### src/rtl/dec8_pkg.sv
// Shared constants, state encoding and digit helper for the packed-BCD to binary converter.
package dec8_pkg;

  localparam int unsigned NDIG    = 8;
  localparam int unsigned BIN_W   = 27;
  localparam int unsigned DEC_W   = 32;
  localparam int unsigned PTR_W   = 4;
  localparam int unsigned DEC_MAX = 99_999_999;

  typedef enum logic {
    IDLE = 1'b0,
    RUN  = 1'b1
  } state_e;

  function automatic logic is_bcd(input logic [3:0] nib);
    return (nib <= 4'd9);
  endfunction

endpackage

### src/rtl/dec8_to_bin27_mul10_add.sv
// One Horner step: o_sum = i_acc*10 + i_dig using shift-add only.
module mul10_add
  import dec8_pkg::*;
(
  input  logic [BIN_W-1:0] i_acc,
  input  logic [3:0]       i_dig,
  output logic [BIN_W-1:0] o_sum
);

  assign o_sum = (i_acc << 3) + (i_acc << 1) + BIN_W'(i_dig);

endmodule

### src/rtl/dec8_to_bin27.sv
// Sequential 8-digit packed-BCD to 27-bit binary converter, one digit per clock, MSD first.
module dec8_to_bin27
  import dec8_pkg::*;
(
  input  logic             clk,
  input  logic             rst,
  input  logic             st,
  input  logic [DEC_W-1:0] DEC,
  output logic [BIN_W-1:0] BIN,
  output logic             busy,
  output logic             done,
  output logic             err
);

  state_e             r_state, w_state;
  logic [PTR_W-1:0]   r_ptr, w_ptr;
  logic [BIN_W-1:0]   r_acc, w_acc;
  logic [DEC_W-1:0]   r_shift, w_shift;
  logic [BIN_W-1:0]   r_bin, w_bin;
  logic               r_busy, w_busy;
  logic               r_done, w_done;
  logic               r_err, w_err;
  logic [3:0]         w_dig;
  logic [BIN_W-1:0]   w_sum;

  assign w_dig = r_shift[DEC_W-1 -: 4];

  mul10_add u_mul10_add (
    .i_acc (r_acc),
    .i_dig (w_dig),
    .o_sum (w_sum)
  );

  // State and output registers; reset dominates start.
  always_ff @(posedge clk) begin
    if (rst) begin
      r_state <= IDLE;
      r_ptr   <= '0;
      r_acc   <= '0;
      r_shift <= '0;
      r_bin   <= '0;
      r_busy  <= 1'b0;
      r_done  <= 1'b0;
      r_err   <= 1'b0;
    end else begin
      r_state <= w_state;
      r_ptr   <= w_ptr;
      r_acc   <= w_acc;
      r_shift <= w_shift;
      r_bin   <= w_bin;
      r_busy  <= w_busy;
      r_done  <= w_done;
      r_err   <= w_err;
    end
  end

  // Next-state logic; a start restarts any conversion in flight without a done.
  always_comb begin
    w_state = r_state;
    w_ptr   = r_ptr;
    w_acc   = r_acc;
    w_shift = r_shift;
    w_bin   = r_bin;
    w_busy  = r_busy;
    w_done  = 1'b0;
    w_err   = r_err;

    if (st) begin
      w_state = RUN;
      w_shift = DEC;
      w_acc   = '0;
      w_ptr   = PTR_W'(NDIG);
      w_busy  = 1'b1;
      w_err   = 1'b0;
    end else if (r_state == RUN) begin
      if (!is_bcd(w_dig)) begin
        w_state = IDLE;
        w_bin   = '0;
        w_err   = 1'b1;
        w_done  = 1'b1;
        w_busy  = 1'b0;
        w_ptr   = '0;
      end else begin
        w_acc   = w_sum;
        w_shift = r_shift << 4;
        w_ptr   = r_ptr - PTR_W'(1);
        if (r_ptr == PTR_W'(1)) begin
          w_state = IDLE;
          w_bin   = w_sum;
          w_done  = 1'b1;
          w_busy  = 1'b0;
        end
      end
    end
  end

  assign BIN  = r_bin;
  assign busy = r_busy;
  assign done = r_done;
  assign err  = r_err;

endmodule

### config.mk
export PLATFORM = sky130hd
export DESIGN_NAME = dec8_to_bin27
export DESIGN_NICKNAME = d
export VERILOG_FILES = /design/src/rtl/dec8_pkg.sv /design/src/rtl/dec8_to_bin27_mul10_add.sv /design/src/rtl/dec8_to_bin27.sv
export SDC_FILE = /design/constraint.sdc
export NUM_CORES = 1
export LEC_CHECK = 0
export ABC_AREA = 1
export BUFFER_PORTS_ARGS = -buffer_cell sky130_fd_sc_hd__buf_2
export CAP_MARGIN = 20
export CORE_ASPECT_RATIO = 0.75
export CORE_MARGIN = 2
export CORE_UTILIZATION = 43
export CTS_CLUSTER_DIAMETER = 50
export CTS_CLUSTER_SIZE = 14
export DETAILED_ROUTE_END_ITERATION = 16
export PLACE_DENSITY = 0.71
export SLEW_MARGIN = 0
export SYNTH_ARGS = -nofsm -noshare
export SYNTH_HDL_FRONTEND = slang
export SYNTH_SLANG_ARGS = --single-unit
### constraint.sdc
create_clock -name clk -period 4.25 [get_ports clk]
set_input_delay 0.2125 -clock clk [delete_from_list [all_inputs] [get_ports clk]]
set_output_delay 0.2125 -clock clk [all_outputs]
set_load 0.03 [all_outputs]
==> run_results.csv, run 1 <==
group,metric,value,unit
run_status,outcome,"finished, final reports clean",
sta,tightest_slew,0.906,ns
clock_network,clk_pin_slew_worst_paths,0.06,ns
routing,drt-total-wl,14000,um
power,switchingPower,451,uW
worst_setup_path,crit_slowest_cell,"fa_1",
min_path,worstHoldPathType,"input port to register",
worst_setup_path,critPathLaunchType,"register",
sta,maxSlewViolCount,0,
yosys,netlist_instances,822,
job,cap_viol_max_count,0,
floorplanning,die_width,135,um
yosys,ys_seq_area_share,33.6,%
floorplanning,start_util,44.6,%
clock_network,cts_max_level,3,
cells_and_area,num-fill-cells,1293,
floorplanning,num_io_pins,65,
routing,drtPass1Iterations,5,
global_route,grt_pass1_wl,22600,um
power,p_leak,0.00311,uW
clock_network,cts_resized,0,
worst_setup_path,worstSetupPathType,"register to register",
cells_and_area,multi_input_area,3180,um^2
power,p_int,1390,uW
power,pwr-share-comb,8.2,%
worst_setup_path,cp_num_buf_inv,2,
clock_network,tritoncts,"yes",
yosys,ys_types,34,
clock_network,insertion_delay,0.34,ns
routing,drtIter0Drc,415,
routing,vias,5328,
yosys,synth_area,5540,um^2
sta,period_minus_slack,2.57,ns
sta,hold_violations,0,
global_route,grt_antenna_before_repair,0,
worst_setup_path,path_cells,"inv_1 -> fa_1 -> inv_1 -> fa_1 -> nand3_1 -> nand3_1 -> nand2_1 -> nand2_1 -> nand2_1 -> nand3_1 -> nand2_1 -> nand2_1 -> a21oi_1",
worst_setup_path,slowest_delay,0.53,ns
cells_and_area,antenna_cells,0,
worst_setup_path,path_max_fanout,4,
worst_setup_path,cp_top_family,"adder cells",
yosys,synth_seq_cells,93,
yosys,yosys_warnings,0,
placed_design,place_congestion,0.936,
yosys,synth_edf_count,0,
routing,drc,0,
clock_network,cts_hold_buffers,0,
routing,avgRoutedWirePerCell,13.4,um
worst_setup_path,worstPathRequired,4.51,ns
routing,viasPerCell,5.12,
clock_network,root_buffer,"clkbuf_16",
sta,max_slew_margin,39.5,%
sta,fin_crit_sh,60.5,%
floorplanning,rows,35,
sta,max_freq,389,MHz
cells_and_area,drive_gt1_share,10.9,%
power,p_sw_share,24.5,%
power,p_clk_share,42.6,%
clock_network,cts.sinks,93,
cells_and_area,nets,958,
routing,ant_nets,0,
cells_and_area,regArea,1860,um^2
sta,setup_tns,0,ns
global_route,grt_util_all_layers,20.5,%
global_route,grt_max_degree,48,
placed_design,hpwlAfterDp,10400,um
yosys,synth-async-reset-ratio,0,%
yosys,avgSynthCellArea,6.74,um^2
sta,finalWorstSetupSlack,1.68,ns
power,power,1850,uW
worst_setup_path,crit_top_cell,"nand2_1",
floorplanning,fp.dieH,102,um
worst_setup_path,worstPathArrival,2.83,ns
yosys,synth_ff_type,"dfxtp_1",
cells_and_area,synthToLayoutAreaGrowth,12.5,%
worst_setup_path,end_kind,"register",
power,p_per_area,296,nW/um^2
clock_network,cts_setup_buffers,0,
global_route,grt_pass1_vias,4489,
floorplanning,die_area,13800,um^2
floorplanning,core-area,12400,um^2
sta,rsz0062_at_grt,"false",
clock_network,cts_buffer_depth,2,
yosys,synth_nets,909,
placed_design,dp_slack,1.75,ns
sta,skew,0.00434,ns
sta,setup_violations,0,
power,ir_drop,0.194,mV
global_route,overflow,0,
clock_network,cts_buffers,9,
power,seqPwrFrac,49.2,%
placed_design,io_buffers,64,
==> layout make-up <==
class,count,area share [%]
timing repair buffer,67,5.50
clock inverter,4,0.802
multi-input combinational,604,51.0
clock buffer,11,3.73
tap,166,3.33
inverter,96,5.82
sequential,93,29.8
==> worst min-delay path: cells and delay by family <==
kind	cells	cell delay, ns
AND/OR/NAND/NOR	1	0.05
buffers and inverters	1	0.09
AO/OA/AOI/OAI	1	0.05
==> metrics by stage <==
step	hold slack [ns]	cells	instance area, um^2	util, %
3_5_place_dp	0.433	1026	5950	47.9
2_1_floorplan	0.362	822	5540	-
6_report	0.122	1041	6240	50.2
3_3_place_gp	0.424	1026	5950	47.9
5_1_grt	0.132	1041	6240	50.2
4_1_cts	0.114	1041	6240	50.2
==> logic make-up (layout without fill, tap and decap cells) <==
| kind of cell | Yosys count | in the layout | share of synthesized area [%] |
|---|---|---|---|
| compound gates | 112 | 112 | 11.3 |
| xor+xnor | 10 | 10 | 1.58 |
| fa+ha+maj | 52 | 52 | 12.0 |
| buf+inv | 125 | 178 | 9.07 |
| flops | 93 | 93 | 33.6 |
| simple gates | 430 | 430 | 32.5 |
==> power groups by stage <==
stage          registers [uW]  logic [uW]  clock network [uW]
2_1_floorplan             927         108                   0
3_5_place_dp              928         150                   0
4_1_cts                   908         151                 798
5_1_grt                   911         170                 839
3_3_place_gp              927         151                   0
6_report                  909         151                 786
==> cells in the final DEF, fill, tap and decap left out, types with 3 or more instances in the layout <==
master and instances:
dfxtp_1 93, a31oi_1 28, ha_1 50, nor2_2 5, nor2_1 35, o21ai_1 8, xor2_1 9, nand3b_1 6
o21ai_0 14, buf_2 64, clkbuf_16 9, inv_1 93, nand3_1 78, nand4_1 5, nand2_1 293, a21oi_1 55
buf_4 3, nor3_1 3
==> layer usage <==
layer  GRT usage [%]  share of wire, %
met3            4.07               7.2
met2            27.4                39
met4            4.89              0.93
met1            32.9                53
met5               0                 0
==> synth_stat cells, types with 2 or more instances <==
library cell | instances | area share, %
dfxtp_1 | 93 | 34
buf_4 | 2 | 0.27
buf_2 | 12 | 1.1
nor2_1 | 35 | 2.4
nand2_2 | 2 | 0.23
nand3b_1 | 6 | 0.81
inv_2 | 2 | 0.14
a21oi_1 | 55 | 5.0
fa_1 | 2 | 0.72
nand2_1 | 293 | 20
ha_1 | 50 | 11
nand3_1 | 78 | 7.0
nand4_1 | 5 | 0.56
o21ai_0 | 14 | 1.3
a211oi_1 | 2 | 0.27
nor3_1 | 3 | 0.27
xor2_1 | 9 | 1.4
o21ai_1 | 8 | 0.72
inv_1 | 93 | 6.3
clkbuf_1 | 9 | 0.61
a31oi_1 | 28 | 3.2
nor2_4 | 2 | 0.41
nor2_2 | 5 | 0.56
buf_1 | 4 | 0.27
==> final timing paths <==
kind | from | to | slack, ns | cells past startpoint
worst max-delay path | r_acc[0] | r_acc[14] | 1.68 | 13
worst min-delay path | DEC[0] | r_shift[0] | 0.12 | 3
worst max register to register | r_acc[0] | r_acc[14] | 1.68 | 13
worst min register to register | BIN[0] | BIN[0] | 0.45 | 2
==> state kept, by name, indices dropped and copies added, names as in the netlist <==
name	flops
BIN	27
busy	1
done	1
err	1
r_acc	26
r_ptr	4
r_shift	32
r_state	1
Power figures use the tool's default switching activity.
==> run 2: changes to the inputs <==
Settings changed: ABC_AREA 1 to 0, PLACE_DENSITY 0.71 to 0.73.
Clock period 4.25 ns to 2.3 ns, I/O delays scaled along.
==> run_results.csv, run 2 <==
group,metric,value,unit
global_route,grt_pass1_vias,4924,
yosys,synth_fa_ha_area_share,12.9,%
yosys,yosys_warnings,0,
worst_setup_path,worstPathRequired,2.53,ns
global_route,grt_pass1_wl,23700,um
sta,rsz0062_at_grt,"true",
global_route,grt.met2_usage,36.6,%
sta,hold_violations,0,
floorplanning,num_io_pins,65,
global_route,grt_antenna_before_repair,0,
worst_setup_path,crit_slowest_cell,"fa_1",
yosys,netlist.area_leader.share,36.0,%
cells_and_area,antenna_cells,0,
routing,drtPass1Iterations,5,
min_path,holdPathStages,3,
yosys,synth-xor-area-share,4.06,%
placed_design,io_buffers,64,
sta,holdWs,0.00721,ns
global_route,grt_max_degree,66,
routing,drtIter0Drc,401,
global_route,use_met3,4.40,%
job,cap_viol_max_count,0,
cells_and_area,largest_reg_flops,32,
cells_and_area,num-fill-cells,980,
yosys,synth_top_family_by_area,"compound AO/OA/AOI/OAI gates",
clock_network,clk_pin_slew_worst_paths,0.07,ns
worst_setup_path,end_kind,"register",
global_route,overflow,0,
sta,skew,0.00540,ns
cells_and_area,largest-register,"r_shift",
routing,avgRoutedWirePerCell,15.8,um
worst_setup_path,critPathLaunchType,"register",
power,ir_drop,0.337,mV
sta,setup_violations,35,
cells_and_area,final_common_cell,"nand2_1",
yosys,synth.area.mux_share,0.193,%
cells_and_area,synthToLayoutAreaGrowth,37.1,%
sta,max_freq,351,MHz
routing,vias,5121,
yosys,synth_seq_cells,93,
yosys,synth_ff_type,"dfxtp_1",
min_path,worstHoldPathType,"input port to register",
yosys,synth-async-reset-ratio,0,%
power,p_per_area,508,nW/um^2
yosys,yosys.area_share.simple,17.9,%
cells_and_area,nets,867,
yosys,ys_types,52,
floorplanning,die_width,131,um
placed_design,dp_slack,-0.462,ns
yosys,netlist_instances,647,
floorplanning,die_area,12900,um^2
yosys,avgSynthCellArea,8.00,um^2
power,p_leak,0.00314,uW
clock_network,tritoncts,"yes",
yosys,ys_seq_area_share,36.0,%
yosys,synth_edf_count,0,
run_status,outcome,"finished, violations left",
worst_setup_path,path_max_fanout,4,
global_route,grt_util_all_layers,23.1,%
clock_network,cts.sinks,93,
placed_design,place_area,6140,um^2
routing,drc,0,
sta,maxSlewViolCount,0,
cells_and_area,fin_area,7100,um^2
clock_network,root_buffer,"clkbuf_16",
sta,setup_tns,-12.05,ns
worst_setup_path,slowest_delay,0.54,ns
cells_and_area,drive_gt1_share,31.1,%
yosys,yosys.area.top_type,"dfxtp_1",
floorplanning,fp.dieH,99.0,um
sta,max_slew_margin,54.8,%
clock_network,insertion_delay,0.35,ns
sta,period_minus_slack,2.85,ns
worst_setup_path,path_cells,"inv_2 -> fa_1 -> inv_2 -> fa_2 -> a211oi_2 -> o21ai_2 -> o211ai_2 -> o211ai_2 -> buf_4 -> a31oi_2 -> xnor2_1 -> o21ai_1",
yosys,yosys-top-cells-area,"dfxtp_1, ha_1, a21oi_1",
clock_network,cts_buffers,9,
worst_setup_path,worstPathArrival,3.08,ns
floorplanning,rows,34,
clock_network,cts_buffer_depth,2,
yosys,synth_commonest_cells,"nand2_1, a21oi_1, dfxtp_1",
routing,drt-total-wl,14900,um
placed_design,hpwlAfterDp,10100,um
yosys,synth_most_common_cell,"nand2_1",
placed_design,place_congestion,0.862,
floorplanning,start_util,44.4,%
worst_setup_path,reg2reg_depth,12,
sta,tightest_slew,0.677,ns
floorplanning,core-area,11700,um^2
yosys,synth_nets,734,
clock_network,cts_max_level,3,
power,power,3600,uW
run_status,violations,"negative setup slack",
yosys,synth_area,5180,um^2
global_route,grt-busiest-layer,"met2",
yosys,synth-compound-area-share,24.9,%
cells_and_area,final_cell_mix,"nand2_1, a21oi_1, dfxtp_1",
routing,ant_nets,0,
worst_setup_path,worstSetupPathType,"register to register",
sta,finalWorstSetupSlack,-0.553,ns
global_route,met1_usage,31.7,%
sta,fin_crit_sh,124,%
routing,viasPerCell,5.41,
-- run 2: cell types whose count changed after synthesis, moves of 7 or more --
cell / delta
inv_1: -80
nand3_1: -67
a31oi_1: -24
a21oi_1: +47
a211oi_1: +7
a22o_1: +18
nand2_1: -173
clkbuf_1: +22
nor2_1: +34
xnor2_1: +11
-- run 2: worst max-delay path: cells and delay by family (launching register included) --
kind | cells | cell delay [ns]
adder cells (fa/ha/maj) | 2 | 0.90
AO/OA/AOI/OAI | 6 | 1.08
flip-flops | 1 | 0.33
XOR/XNOR | 1 | 0.14
buffers and inverters | 3 | 0.27
-- run 2: cell type report --
cell class | count | area, um^2 | area share, %
Clock inverter | 4 | 55.1 | 0.775
Multi-Input combinational cell | 501 | 3550 | 50.0
Sequential cell | 93 | 1870 | 26.3
Tap cell | 162 | 203 | 2.85
Timing Repair Buffer | 162 | 1120 | 15.8
Clock buffer | 11 | 253 | 3.56
Inverter | 13 | 48.8 | 0.687
-- run 2: metal layers --
metal / share of wire [%] / wire (um)
met4: 2.0 / 293
met2: 46 / 6850
met1: 47 / 7050
met3: 5.0 / 749
met5: 0 / 0
-- run 2: path summary, 6_finish.rpt --
check	slack [ns]	start	endpoint
setup / recovery	-0.55	r_acc[2]	BIN[26]
hold / removal	0.007	DEC[28]	r_shift[28]
hold reg to reg	0.45	BIN[18]	BIN[18]
setup reg to reg	-0.55	r_acc[2]	BIN[26]
-- run 2: repair_timing --
| action | 4_1_cts | 5_1_grt |
|---|---|---|
| setup buffers | 4 | 7 |
| gates cloned | 0 | 0 |
| endpoints found under the setup margin | 38 | 42 |
| hold buffers | 12 | 0 |
| resized for setup | 37 | 46 |
| pin swaps | 41 | 32 |
| endpoints found under the hold margin | 12 | 0 |
-- run 2: power by group --
part	internal, uW	switching [uW]
logic	149	226
clock network	904	640
registers	1660	28.7
total	2710	895
-- run 2: metrics by stage --
step	std cells	util, %
after floorplan	647	-
after global placement	908	52.7
after detailed placement	908	52.7
after CTS	939	58.3
after global routing	946	60.9
final	946	60.9
-- run 2: kinds of logic after synthesis --
group                    after synthesis
AO/OA/AOI/OAI                        199
XOR/XNOR                              24
adder cells (fa/ha/maj)               52
buffers and inverters                 53
flip-flops                            93
multiplexers                           1
AND/OR/NAND/NOR                      225
